File: config.mk
export PLATFORM = sky130hd
export DESIGN_NAME = fifo_write_arbiter_flat
export DESIGN_NICKNAME = d
export VERILOG_FILES = /design/src/rtl/fifo_write_arbiter_pkg.sv /design/src/rtl/fifo_write_arbiter_if.sv /design/src/rtl/fifo_write_arbiter_rr_pick.sv /design/src/rtl/fifo_write_arbiter.sv /design/src/flat_wrapper.sv
export SDC_FILE = /design/constraint.sdc
export NUM_CORES = 1
export LEC_CHECK = 0
export BUFFER_PORTS_ARGS = -buffer_cell sky130_fd_sc_hd__buf_2
export CORE_MARGIN = 2
export CORE_UTILIZATION = 38
export DETAILED_ROUTE_END_ITERATION = 8
export PLACE_DENSITY = 0.86
export SKIP_LAST_GASP = 1
export SLEW_MARGIN = 20
export SYNTH_ARGS = -nofsm -noshare
export SYNTH_HDL_FRONTEND = slang
export SYNTH_SLANG_ARGS = --single-unit
File: constraint.sdc
create_clock -name clk -period 2.8 [get_ports clk]
set_input_delay 0.14 -clock clk [delete_from_list [all_inputs] [get_ports clk]]
set_output_delay 0.14 -clock clk [all_outputs]
set_load 0.005 [all_outputs]
File: src/rtl/fifo_write_arbiter_pkg.sv
// rtl/fifo_write_arbiter_pkg.sv - shared types and helpers for the FIFO write-port arbiter
//
// Contents:
//   arb_state_t : two-state arbiter FSM encoding (ARB_IDLE / ARB_BURST)
//   clog2       : constant-foldable ceil(log2(value)), used to size the beat counter

package fifo_write_arbiter_pkg;

    typedef enum logic {
        ARB_IDLE  = 1'b0,
        ARB_BURST = 1'b1
    } arb_state_t;

    // ceil(log2(value)); returns 0 for value <= 1.
    function automatic int clog2(input int value);
        int result;
        int remaining;
        result    = 0;
        remaining = value - 1;
        while (remaining > 0) begin
            result    = result + 1;
            remaining = remaining >> 1;
        end
        return result;
    endfunction

endpackage

File: src/rtl/fifo_write_arbiter_if.sv
// rtl/fifo_write_arbiter_if.sv - requester/FIFO handshake bundle for the write-port arbiter
//
// Signals:
//   req        requester -> arb   per-requester request, held while data is pending
//   req_last   requester -> arb   current word is the last of that requester's burst
//   req_data   requester -> arb   flattened words, requester i at [i*word_width +: word_width]
//   stk_full   fifo      -> arb   FIFO full flag
//   accept     arb -> requester   one-hot, word of requester i written this cycle
//   gnt        arb -> requester   one-hot registered owner, 0 when idle
//   owner_idx  arb -> requester   current / last owner index
//   busy       arb -> requester   arbiter is in a burst
//   data_in    arb -> fifo        write data (0 when not writing)
//   write      arb -> fifo        write strobe
// Modports: master = arbiter side, slave = requester/FIFO environment side.

interface fifo_write_arbiter_if #(
    parameter int word_width    = 32,
    parameter int num_req       = 4,
    parameter int req_idx_width = 2
);

    logic [num_req-1:0]            req;
    logic [num_req-1:0]            req_last;
    logic [num_req*word_width-1:0] req_data;
    logic                          stk_full;
    logic [num_req-1:0]            accept;
    logic [num_req-1:0]            gnt;
    logic [req_idx_width-1:0]      owner_idx;
    logic                          busy;
    logic [word_width-1:0]         data_in;
    logic                          write;

    modport master (
        input  req, req_last, req_data, stk_full,
        output accept, gnt, owner_idx, busy, data_in, write
    );

    modport slave (
        output req, req_last, req_data, stk_full,
        input  accept, gnt, owner_idx, busy, data_in, write
    );

endinterface

File: src/rtl/fifo_write_arbiter_rr_pick.sv
// rtl/fifo_write_arbiter_rr_pick.sv - combinational round-robin requester picker
//
// Ports:
//   req          in   num_req         request vector
//   last_idx     in   req_idx_width   index of the previous owner; scan starts at last_idx+1
//   pick_onehot  out  num_req         one-hot winner (0 when nothing requested)
//   pick_idx     out  req_idx_width   index of the winner (0 when nothing requested)
//   pick_valid   out  1               at least one request was found

module fifo_write_arbiter_rr_pick #(
    parameter int num_req       = 4,
    parameter int req_idx_width = 2
) (
    input  logic [num_req-1:0]       req,
    input  logic [req_idx_width-1:0] last_idx,
    output logic [num_req-1:0]       pick_onehot,
    output logic [req_idx_width-1:0] pick_idx,
    output logic                     pick_valid
);

    // Scan last_idx+1, last_idx+2, ... wrapping; the previous owner is visited
    // last, so it only wins again when nobody else is asking.
    always_comb begin
        pick_onehot = '0;
        pick_idx    = '0;
        pick_valid  = 1'b0;
        for (int k = 1; k <= num_req; k++) begin
            int                       cand;
            logic [req_idx_width-1:0] cand_idx;
            cand     = (int'(last_idx) + k) % num_req;
            cand_idx = req_idx_width'(cand);
            if (!pick_valid && req[cand_idx]) begin
                pick_valid            = 1'b1;
                pick_idx              = cand_idx;
                pick_onehot[cand_idx] = 1'b1;
            end
        end
    end

endmodule

File: src/rtl/fifo_write_arbiter.sv
// rtl/fifo_write_arbiter.sv - round-robin, burst-owning arbiter for the FIFO write port
//
// Ports:
//   clk   in   1   FIFO write clock
//   rst   in   1   synchronous active-high reset
//   bus   fifo_write_arbiter_if.master
//         req/req_last/req_data/stk_full in; accept/gnt/owner_idx/busy/data_in/write out
//
// A requester granted in IDLE owns the port in BURST until it flags req_last on a
// written word, writes max_burst words, or drops req. stk_full stalls the burst
// without ending it. IDLE always costs one cycle between owners.

module fifo_write_arbiter
    import fifo_write_arbiter_pkg::*;
#(
    parameter int word_width    = 32,
    parameter int num_req       = 4,
    parameter int req_idx_width = 2,
    parameter int max_burst     = 8
) (
    input  logic                 clk,
    input  logic                 rst,
    fifo_write_arbiter_if.master bus
);

    localparam int beat_width = clog2(max_burst) + 1;
    localparam logic [beat_width-1:0] beat_final = beat_width'(max_burst - 1);

    arb_state_t               state_q;
    arb_state_t               state_d;
    logic [req_idx_width-1:0] owner_q;
    logic [req_idx_width-1:0] owner_d;
    logic [num_req-1:0]       gnt_q;
    logic [num_req-1:0]       gnt_d;
    logic [beat_width-1:0]    beat_q;
    logic [beat_width-1:0]    beat_d;

    logic [num_req-1:0]       pick_onehot;
    logic [req_idx_width-1:0] pick_idx;
    logic                     pick_valid;

    logic [word_width-1:0]    words [num_req];
    logic                     owner_req;
    logic                     owner_last;
    logic                     write_en;

    fifo_write_arbiter_rr_pick #(
        .num_req       (num_req),
        .req_idx_width (req_idx_width)
    ) u_rr_pick (
        .req         (bus.req),
        .last_idx    (owner_q),
        .pick_onehot (pick_onehot),
        .pick_idx    (pick_idx),
        .pick_valid  (pick_valid)
    );

    for (genvar g = 0; g < num_req; g++) begin : g_unflatten
        assign words[g] = bus.req_data[g*word_width +: word_width];
    end

    // Only the owner's signals matter; everything else on the bus is ignored.
    // rst gates the strobe so a reset landing mid-burst never writes.
    always_comb begin
        owner_req  = bus.req[owner_q];
        owner_last = bus.req_last[owner_q];
        write_en   = (state_q == ARB_BURST) && owner_req && !bus.stk_full && !rst;
    end

    always_comb begin
        state_d = state_q;
        owner_d = owner_q;
        gnt_d   = gnt_q;
        beat_d  = beat_q;
        case (state_q)
            ARB_IDLE: begin
                if (pick_valid) begin
                    state_d = ARB_BURST;
                    owner_d = pick_idx;
                    gnt_d   = pick_onehot;
                    beat_d  = '0;
                end
            end
            ARB_BURST: begin
                if (!owner_req) begin
                    // Abandoned burst: no write this cycle, owner_idx is kept so
                    // the next scan starts after this requester.
                    state_d = ARB_IDLE;
                    gnt_d   = '0;
                    beat_d  = '0;
                end else if (write_en) begin
                    // req_last and the max_burst boundary may coincide; both
                    // collapse into the same single exit.
                    if (owner_last || (beat_q == beat_final)) begin
                        state_d = ARB_IDLE;
                        gnt_d   = '0;
                        beat_d  = '0;
                    end else begin
                        beat_d = beat_q + beat_width'(1);
                    end
                end
            end
            default: begin
                state_d = ARB_IDLE;
                gnt_d   = '0;
                beat_d  = '0;
            end
        endcase
    end

    // owner resets to num_req-1 so the first scan starts at requester 0.
    always_ff @(posedge clk) begin
        if (rst) begin
            state_q <= ARB_IDLE;
            owner_q <= req_idx_width'(num_req - 1);
            gnt_q   <= '0;
            beat_q  <= '0;
        end else begin
            state_q <= state_d;
            owner_q <= owner_d;
            gnt_q   <= gnt_d;
            beat_q  <= beat_d;
        end
    end

    always_comb begin
        bus.accept = '0;
        bus.data_in = '0;
        if (write_en) begin
            bus.accept[owner_q] = 1'b1;
            bus.data_in         = words[owner_q];
        end
    end

    assign bus.write     = write_en;
    assign bus.gnt       = gnt_q;
    assign bus.owner_idx = owner_q;
    assign bus.busy      = (state_q == ARB_BURST);

endmodule

File: src/flat_wrapper.sv
// flat-port wrapper written by rule: the top's interface ports become plain ports
module fifo_write_arbiter_flat import fifo_write_arbiter_pkg::*;
#(
    parameter int word_width    = 32,
    parameter int num_req       = 4,
    parameter int req_idx_width = 2,
    parameter int max_burst     = 8
)
  (clk, rst, bus_req, bus_req_last, bus_req_data, bus_stk_full, bus_accept, bus_gnt, bus_owner_idx, bus_busy, bus_data_in, bus_write);
  fifo_write_arbiter_if #(.word_width(word_width), .num_req(num_req), .req_idx_width(req_idx_width)) bus_i ();
  input  logic clk;
  input  logic rst;
  input wire logic [$bits(bus_i.req)-1:0] bus_req;
  input wire logic [$bits(bus_i.req_last)-1:0] bus_req_last;
  input wire logic [$bits(bus_i.req_data)-1:0] bus_req_data;
  input wire logic [$bits(bus_i.stk_full)-1:0] bus_stk_full;
  output wire logic [$bits(bus_i.accept)-1:0] bus_accept;
  output wire logic [$bits(bus_i.gnt)-1:0] bus_gnt;
  output wire logic [$bits(bus_i.owner_idx)-1:0] bus_owner_idx;
  output wire logic [$bits(bus_i.busy)-1:0] bus_busy;
  output wire logic [$bits(bus_i.data_in)-1:0] bus_data_in;
  output wire logic [$bits(bus_i.write)-1:0] bus_write;
  assign bus_i.req = bus_req;
  assign bus_i.req_last = bus_req_last;
  assign bus_i.req_data = bus_req_data;
  assign bus_i.stk_full = bus_stk_full;
  assign bus_accept = bus_i.accept;
  assign bus_gnt = bus_i.gnt;
  assign bus_owner_idx = bus_i.owner_idx;
  assign bus_busy = bus_i.busy;
  assign bus_data_in = bus_i.data_in;
  assign bus_write = bus_i.write;
  fifo_write_arbiter #(.word_width(word_width), .num_req(num_req), .req_idx_width(req_idx_width), .max_burst(max_burst)) u_core (.clk(clk), .rst(rst), .bus(bus_i));
endmodule
==> metrics <==
commonest non-fill, non-tap cell in the layout buf_2; Synth Area per Inst 9.81 µm²; Final Hold Vio Count 0; Synth Instances 205; Die Ht 76.8 µm; layout cells sized above 1 62.9%; fillers 466; number of flops mapped to enable cells by yosys 0; hold_buf cts 0; Max-slew headroom 57.2%; Async S/R FF share, synth 0%; clock sinks 11; Rows 26; Achievable Freq 443 MHz; largest net degree at the start of global routing 29; fin nets 526; clk_lat worst skew 0.25 ns; Data arrival, critical path 2.12 ns; skew final 0.00360 ns; Placer Congestion 0.898; VDD IR max 0.450 mV; WL per Instance 17.0 µm; Worst path slowest cell dfxtp_1; crit-path max cell delay 0.51 ns; Synth Area in Compound Gates 14.4%; final setup fails 0; ant diodes 0; Initial Utilization 39.4%; worst slew pin tran 0.636 ns; largest family of logic cells by synthesized area multiplexers; Netlist Area Pre-Place 2010 µm²; mux cell area share after synthesis 43.3%; via count 2,592; Leakage 0.00166 µW; Die Area 5890 µm²; max_cap viols 0; first-pass GRT wire length 12,600 µm; drt drc 0; Root Driver clkbuf_8; Post-Synth Adder-Cell Area 5.60%; total iterations of the first detailed-routing run 4; RSZ-0062 raised after global routing false; initial antenna violation count 0; GR Util All Layers 25.7%; most frequent cells in the layout buf_2, and3_1, mux4_2; grt ovf 0; Post-Synth Simple-Gate Area 20.3%; core area 5110 µm²; max-slew violation count 0; post-synthesis xor/xnor area fraction 0%; Port-buffer cells 182; drt total wl 7600 µm; post-CTS sizing 0; status complete, no violations; post-CTS setup buffer count 0; vias in the first global route 2,650; CTS tree yes; critical path class reg2out; CP Cell Sequence nand2_1 > o2bb2ai_2 > buf_4 > and3_1 > buf_2; H-Tree Depth 1; power per standard cell area 605 nW/µm²; detailed placer's ending HPWL 6120 µm; startpoint types flop; register area share after synthesis 10.9%; crit path max fanout 26; synth warn 0; fin crit period 2.26 ns; Req. time, crit path 2.66 ns; I/O pin count 183; antenna viol nets, final 0; buffers plus inverters on the worst setup path 2; Syn Nets 353; CP Capture Type output port; Longest Clk Path Bufs 2; Pwr Total 1830 µW; setup TNS 0 ns; clock slew at reported path FFs 0.06 ns; worst min path class in2reg; starting DRC count in detailed routing 127; most used flip-flop cell after synthesis dfxtp_1; via density per instance 5.80; Crit path max-delay family flip-flops; Synth cell types 36; CTS buffer count 3; Chip Width 76.8 µm; FF+latch count, synth 11; period utilisation layout 80.7%; Area Growth Syn to Fin 50.4%
worst reg2reg max path: cells and delay by family (launching register included):
family	cells	cell delay, ns
buffers and inverters	1	0.15
AOI/OAI and AO/OA	3	0.55
DFF	1	0.48
muxes	2	0.48
adders and majority gates	1	0.43
layer usage:
layer / GRT usage, % / routed length [µm] / up-vias
met5: 0 / 0 / -
met3: 5.76 / 772 / 10
met1: 31.9 / 2920 / 1237
met4: 5.27 / 68 / 0
met2: 45.5 / 3840 / 171
li1: - / - / 1174
Yosys cell counts (all sizes together) (2+ instances only):
library cell	n	share of area [%]
nand3	9	2.2
nor2b	2	0.62
inv	5	0.93
a31oi	6	2.6
o211ai	6	2.2
clkbuf	14	2.6
o21ai	8	2.0
or3	3	0.93
and3	36	11
a221o	4	2.0
a21oi	10	2.7
mux4	33	37
nand2	4	0.87
buf	7	2.0
ha	9	5.6
nor2	11	2.1
mux2	3	1.7
nor3	5	1.2
dfxtp	11	11
mux2i	9	4.7
cell type report:
class | count | area [µm²] | area share [%]
flip-flops and latches | 11 | 223 | 7.36
clock buffers | 4 | 45.0 | 1.49
multi-input cells | 168 | 1690 | 55.8
repair buffers | 189 | 963 | 31.8
well taps | 70 | 87.6 | 2.89
inverters | 5 | 18.8 | 0.620
path summary, 6_finish.rpt:
| kind | from | end | slack [ns] | depth (start not counted) |
|---|---|---|---|---|
| setup / recovery | u_core.bus.busy | bus_data_in[11] | 0.54 | 5 |
| hold / removal | rst | u_core.beat_q[0] | 0.16 | 2 |
| setup reg to reg | u_core.bus.owner_idx[1] | u_core.bus.gnt[1] | 0.60 | 7 |
| hold reg to reg | u_core.bus.gnt[2] | u_core.bus.gnt[2] | 0.49 | 1 |
kinds of logic after synthesis:
logic type | after synthesis
flops | 11
buf+inv | 26
compound gates | 41
simple gates | 73
mux | 45
fa+ha+maj | 9
report_power, final:
part           switching [µW]  leakage (µW)  internal [µW]
clock                    71.7     0.0000228            101
sequential               55.5     0.0000897            198
combinational             676       0.00155            729
total                     803       0.00166           1030
registers in the layout, indices dropped and copies added, names as in the netlist:
name / flops
u_core.bus.busy: 1
u_core.bus.gnt: 4
u_core.bus.owner_idx: 2
u_core.beat_q: 4
metrics by stage:
| stage | util, % | hold WS (ns) | instance area [µm²] | instances | setup slack [ns] |
|---|---|---|---|---|---|
| 6_report | 59.3 | 0.162 | 3030 | 447 | 0.541 |
| 3_5_place_dp | 58.4 | 0.413 | 2980 | 443 | 0.607 |
| 2_1_floorplan | - | 0.316 | 2010 | 205 | 0.234 |
| 4_1_cts | 59.3 | 0.161 | 3030 | 447 | 0.595 |
| 3_3_place_gp | 58.4 | 0.406 | 2980 | 443 | 0.739 |
| 5_1_grt | 59.3 | 0.179 | 3030 | 447 | 0.347 |
Note: power is estimated with default switching activity, not from simulation.
